==> src/rtl/pwm_capture.sv <==
// PWM input capture: measures period and high time of an external waveform
// and derives a per-mille duty with a 10-step restoring divider.
module pwm_capture #(
  parameter int SYS_FREQ    = 125,
  parameter int TIMEOUT_CYC = SYS_FREQ * 1000 * 100
) (
  input  logic        clk,
  input  logic        reset_p,
  input  logic        enable,
  input  logic        pwm_in,
  output logic [26:0] period_out,
  output logic [26:0] high_out,
  output logic [9:0]  duty,
  output logic        valid,
  output logic        no_signal,
  output logic        overrun
);

  localparam logic [26:0] LP_TIMEOUT = 27'(TIMEOUT_CYC);

  typedef enum logic [1:0] {IDLE, WAIT_EDGE, MEASURE, DIVIDE} state_t;

  state_t      r_state, w_state_nxt;
  logic        r_s1, r_s2, r_s3;
  logic [26:0] r_per, r_hi;
  logic [26:0] r_cap_per, r_cap_hi;
  logic [36:0] r_rem, r_dvs;
  logic [8:0]  r_q;
  logic [3:0]  r_div_cnt;
  logic        r_to_done;
  logic [26:0] r_period, r_high;
  logic [9:0]  r_duty;
  logic        r_valid, r_no_signal, r_overrun;

  logic        w_edge, w_timeout, w_qbit;
  logic [37:0] w_diff;

  assign w_edge    = r_s2 & ~r_s3;
  // An edge in the same cycle always beats the timeout.
  assign w_timeout = enable && (r_state != IDLE) && !w_edge && !r_to_done
                     && (r_per == LP_TIMEOUT);
  assign w_diff    = {1'b0, r_rem} - {1'b0, r_dvs};
  assign w_qbit    = ~w_diff[37];

  // NOTE: asynchronous reset belongs in the sensitivity list, and sequential
  // state is written with <= so every register sees pre-edge values.
  always_ff @(posedge clk or posedge reset_p) begin
    if (reset_p) r_state <= IDLE;
    else         r_state <= w_state_nxt;
  end

  // NOTE: default assignment first, so no path through this block infers a latch.
  always_comb begin
    w_state_nxt = r_state;
    if (!enable) begin
      w_state_nxt = IDLE;
    end else begin
      case (r_state)
        IDLE:      w_state_nxt = WAIT_EDGE;
        WAIT_EDGE: if (w_edge) w_state_nxt = MEASURE;
        MEASURE: begin
          if (w_edge)         w_state_nxt = DIVIDE;
          else if (w_timeout) w_state_nxt = WAIT_EDGE;
        end
        DIVIDE: begin
          if (w_timeout)             w_state_nxt = WAIT_EDGE;
          else if (r_div_cnt == '0)  w_state_nxt = MEASURE;
        end
        default:   w_state_nxt = IDLE;
      endcase
    end
  end

  always_ff @(posedge clk or posedge reset_p) begin
    if (reset_p) begin
      r_s1        <= 1'b0;
      r_s2        <= 1'b0;
      r_s3        <= 1'b0;
      r_per       <= '0;
      r_hi        <= '0;
      r_cap_per   <= '0;
      r_cap_hi    <= '0;
      r_rem       <= '0;
      r_dvs       <= '0;
      r_q         <= '0;
      r_div_cnt   <= '0;
      r_to_done   <= 1'b0;
      r_period    <= '0;
      r_high      <= '0;
      r_duty      <= '0;
      r_valid     <= 1'b0;
      r_no_signal <= 1'b1;
      r_overrun   <= 1'b0;
    end else begin
      r_s1    <= pwm_in;
      r_s2    <= r_s1;
      r_s3    <= r_s2;
      r_valid <= 1'b0;

      if (!enable || r_state == IDLE) begin
        r_per     <= '0;
        r_hi      <= '0;
        r_overrun <= 1'b0;
        r_to_done <= 1'b0;
        r_div_cnt <= '0;
      end else if (w_timeout) begin
        r_period    <= '0;
        r_high      <= '0;
        r_duty      <= r_s2 ? 10'd1000 : 10'd0;
        r_no_signal <= 1'b1;
        r_valid     <= 1'b1;
        r_per       <= '0;
        r_hi        <= '0;
        r_to_done   <= 1'b1;
        r_div_cnt   <= '0;
      end else begin
        if (w_edge) begin
          r_per     <= 27'd1;
          r_hi      <= 27'd1;
          r_to_done <= 1'b0;
          if (r_state == MEASURE) begin
            r_cap_per <= r_per;
            r_cap_hi  <= r_hi;
            r_rem     <= 37'(r_hi) * 37'd1000;
            r_dvs     <= {1'b0, r_per, 9'd0};
            r_q       <= '0;
            r_div_cnt <= 4'd10;
          end else if (r_state == DIVIDE) begin
            r_overrun <= 1'b1;
          end
        end else begin
          // After a timeout the counter parks at zero until the next edge.
          if (!r_to_done)                   r_per <= r_per + 27'd1;
          if (r_state != WAIT_EDGE && r_s2) r_hi  <= r_hi + 27'd1;
        end

        if (r_state == DIVIDE && r_div_cnt != '0) begin
          r_div_cnt <= r_div_cnt - 4'd1;
          if (w_qbit) r_rem <= w_diff[36:0];
          r_dvs <= r_dvs >> 1;
          r_q   <= {r_q[7:0], w_qbit};
          if (r_div_cnt == 4'd1) begin
            r_period    <= r_cap_per;
            r_high      <= r_cap_hi;
            r_duty      <= {r_q, w_qbit};
            r_no_signal <= 1'b0;
            r_valid     <= 1'b1;
          end
        end
      end
    end
  end

  assign period_out = r_period;
  assign high_out   = r_high;
  assign duty       = r_duty;
  assign valid      = r_valid;
  assign no_signal  = r_no_signal;
  assign overrun    = r_overrun;

endmodule
==> config.mk <==
export PLATFORM = sky130hd
export DESIGN_NAME = pwm_capture
export DESIGN_NICKNAME = d
export VERILOG_FILES = /design/src/rtl/pwm_capture.sv
export SDC_FILE = /design/constraint.sdc
export NUM_CORES = 1
export LEC_CHECK = 0
export ABC_AREA = 1
export ABC_CLOCK_PERIOD_IN_PS = 12100
export CELL_PAD_IN_SITES_DETAIL_PLACEMENT = 1
export CELL_PAD_IN_SITES_GLOBAL_PLACEMENT = 2
export CORE_MARGIN = 2
export CORE_UTILIZATION = 35
export CTS_CLUSTER_SIZE = 20
export DETAILED_ROUTE_END_ITERATION = 16
export HOLD_SLACK_MARGIN = 0.06
export PLACE_DENSITY = 0.75
export SLEW_MARGIN = 20
export SYNTH_ARGS = -nofsm -noshare
export SYNTH_HDL_FRONTEND = slang
export SYNTH_SLANG_ARGS = --single-unit
==> constraint.sdc <==
create_clock -name clk -period 12.1 [get_ports clk]
set_input_delay 2.42 -clock clk [delete_from_list [all_inputs] [get_ports clk]]
set_output_delay 2.42 -clock clk [all_outputs]
set_load 0.005 [all_outputs]
==> results_dict.tcl <==
set metrics [dict create \
    antenna_found_initial 3 \
    numCtsBuffers 35 \
    hold_path.class "reg -> reg" \
    status "complete, no violations" \
    cts_resized 0 \
    vias 16880 \
    start_util_pct 35.47 \
    final_core_util_pct 40.13 \
    switchingPower_mw 1.580 \
    fmax_mhz 192.2 \
    drt-total-wl_um 63500 \
    drcViolationCount 0 \
    gp_congestion 0.8889 \
    diodes 0 \
    rows 86 \
    drive_above_1_share_pct 3.700 \
    layoutNonFillerInstCount 3397 \
    grt_overflow 0 \
    drtIter0Drc 977 \
    stdcell_area_mm2 0.02215 \
    cts_setup_buffers 0 \
    grtUsageTotal_pct 22.60 \
    min_period_ns 5.203 \
    ir_drop_mv 0.09828 \
    fp.coreArea_mm2 0.05520 \
    dr.pass1.iters 5 \
    syn_to_final_growth_pct 13.13 \
    rsz0062_at_grt "no" \
    crit_type "in -> reg" \
    clock-root-buffer "clkbuf_16" \
    power.share.clock_pct 29.2 \
    synth_seq_area_share_pct 34.13 \
    p_leak_nw 10.58 \
    setup_tns_ns 0 \
    grt_max_degree 170 \
    grt_pass1_vias 17530 \
    ctsHtreeMaxLevel 2 \
    synth-seq-cells 267 \
    setup_viol 0 \
    grt_first_pass_wirelength_um 101200 \
    ant_nets 0 \
    cts_buffer_depth 3 \
    syn_area_per_cell_um2 7.613 \
    syn_area_mm2 0.01958 \
    p_comb_share_pct 41.0 \
    place_inst 3334 \
    hpwl_um 50720 \
    worst_clock_skew_ns 0.02140 \
    min_period_over_period_pct 43.00 \
    crit_path_end_kind "flip-flop" \
    fin_nets 2842 \
    maxCapViolCount 0 \
    hold_viol_final 0 \
    path_clk_slew_ns 0.06 \
    port_buffers 70 \
    yosys_most_used_dff "dfrtp_1" \
    die-area_mm2 0.05785 \
    tightestPinTransition_ns 1.007 \
    fp.dieH_um 240.5 \
    synth_edf_count 0 \
    cts.sinks 267 \
    power.density_mw_per_mm2 166.9 \
    worst-path-max-fanout 58 \
    ioPinCount 71 \
    critPathRequiredTime_ns 12.56 \
    critPathLaunchType "input pin" \
    p_sw_share_pct 42.72 \
    avgViaCountPerCell 4.968 \
    cellInternalPower_mw 2.118 \
    placed_area_mm2 0.02095 \
    arrival_ns 5.66 \
    synth_nets 2790 \
    pwr-share-seq_pct 29.9 \
    clock_latency_ns 0.55 \
    cts_tree "built" \
    netlist_instances 2572 \
    synth_warnings 0 \
    async_flop_share_pct 100.0 \
    whs_ns 0.3634 \
    die_width_um 240.5 \
    max_slew_margin_pct 32.88 \
    slew_violations 0 \
    cts_hold_buf 0 \
    synthDistinctLibCells 50 \
    routedWlPerCell_um 18.69 \
]
Yosys cell counts, drive strengths merged, types with 40 or more instances:
cell    count  share of area (%)
a21oi      90                2.4
nand2     682                 13
buf        40                1.3
nor3       43                1.1
nor2      187                3.7
fa         99                 10
o211ai     40                1.5
inv       470                9.0
ha        115                7.3
dfrtp     266                 34
nand3     138                3.6
o21ai     193                4.9
routing by layer:
metal  track usage [%]  vias to the layer above  share of wire, %
met5                 0                        -                 0
met4             6.042                        0               2.4
met3             2.345                       76               3.0
met2             36.73                      268                46
met1             32.08                     8288                49
li1                  -                     8243                 -
critical path, stage by stage:
cell and delay, ns:
clkdlybuf4s50_1 0.52, inv_1 0.10, nor2_4 0.19, nand2_2 0.10
nor3_2 0.22, nand3_2 0.31, nand2_4 0.57, inv_4 0.21
nand2_4 0.42, buf_12 0.30, nand2_1 0.10, o21ai_0 0.08
stage by stage:
step / setup WS (ns) / power [mW]
after floorplan: 2.328 / 2.107
after global placement: 6.139 / 2.608
after detailed placement: 6.074 / 2.634
after CTS: 6.630 / 3.738
after global routing: 6.601 / 3.951
final: 6.897 / 3.698
final timing paths:
path                                      start                        to  slack (ns)  cells after the start
setup reg to reg           r_hi[18]$_DFFE_PP0P_     r_rem[35]$_DFFE_PP0P_        7.10                     19
setup / recovery                         enable  r_cap_hi[24]$_DFFE_PP0P_        6.90                     12
hold reg to reg                  r_s1$_DFF_PP0_            r_s2$_DFF_PP0_        0.36                      0
max in group asynchronous               reset_p     r_rem[32]$_DFFE_PP0P_        8.25                      3
hold / removal                   r_s1$_DFF_PP0_            r_s2$_DFF_PP0_        0.36                      0
min in group asynchronous               reset_p  high_out[15]$_DFFE_PP0P_        2.39                      2
power groups by stage:
stage	clock network [mW]	registers, mW	logic [mW]
final	1.08	1.10	1.52
after global routing	1.14	1.12	1.69
after CTS	1.11	1.11	1.52
after detailed placement	0	1.12	1.51
after global placement	0	1.12	1.49
after floorplan	0	1.08	1.03
layout by cell type (no fill, tap or decap), drive strengths merged:
master / synthesis / final
a211oi: 3 / 3
a21boi: 1 / 1
a21o: 4 / 4
a21oi: 90 / 90
a31oi: 13 / 13
a41oi: 1 / 1
and2: 1 / 1
and3: 1 / 1
buf: 40 / 9
bufinv: 0 / 4
clkbuf: 24 / 44
clkdlybuf4s50: 0 / 70
clkinv: 0 / 11
clkinvlp: 0 / 1
dfrtp: 266 / 266
dfstp: 1 / 1
fa: 99 / 99
ha: 115 / 115
inv: 470 / 472
mux2: 2 / 2
mux2i: 4 / 4
nand2: 682 / 682
nand2b: 1 / 1
nand3: 138 / 138
nand3b: 6 / 6
nand4: 34 / 34
nor2: 187 / 187
nor3: 43 / 43
nor4: 6 / 6
o2111ai: 1 / 1
o211ai: 40 / 40
o21a: 4 / 4
o21ai: 193 / 193
o21bai: 15 / 15
o22ai: 26 / 26
o31ai: 1 / 1
or2: 6 / 6
xnor2: 17 / 17
xor2: 37 / 37
sequential cells by signal, indices dropped and copies added (netlist names), 2 cells and up:
signal,cells
r_cap_per,27
r_state,2
r_div_cnt,4
r_cap_hi,27
r_per,27
duty,10
period_out,27
r_dvs,36
r_q,9
high_out,27
r_hi,27
r_rem,37
cell families after synthesis:
kind of cell,count (synthesis),share of synthesized area [%]
buffers and inverters,534,10.82
AOI/OAI and AO/OA,392,11.29
DFF,267,34.13
adders and majority gates,214,17.47
muxes,6,0.3195
xor gates and xnor gates,54,2.415
and+or+nand+nor,1105,23.55
layout make-up:
type / instances / area [um2]
fill: 6799 / 33050
timing repair buffer: 79 / 793.3
inverter: 470 / 1774
clock inverter: 18 / 219.0
multi-input combinational: 1771 / 10790
tap: 748 / 935.9
sequential: 267 / 6683
clock buffer: 44 / 960.9
No activity file was read; power rests on OpenSTA's default activity.
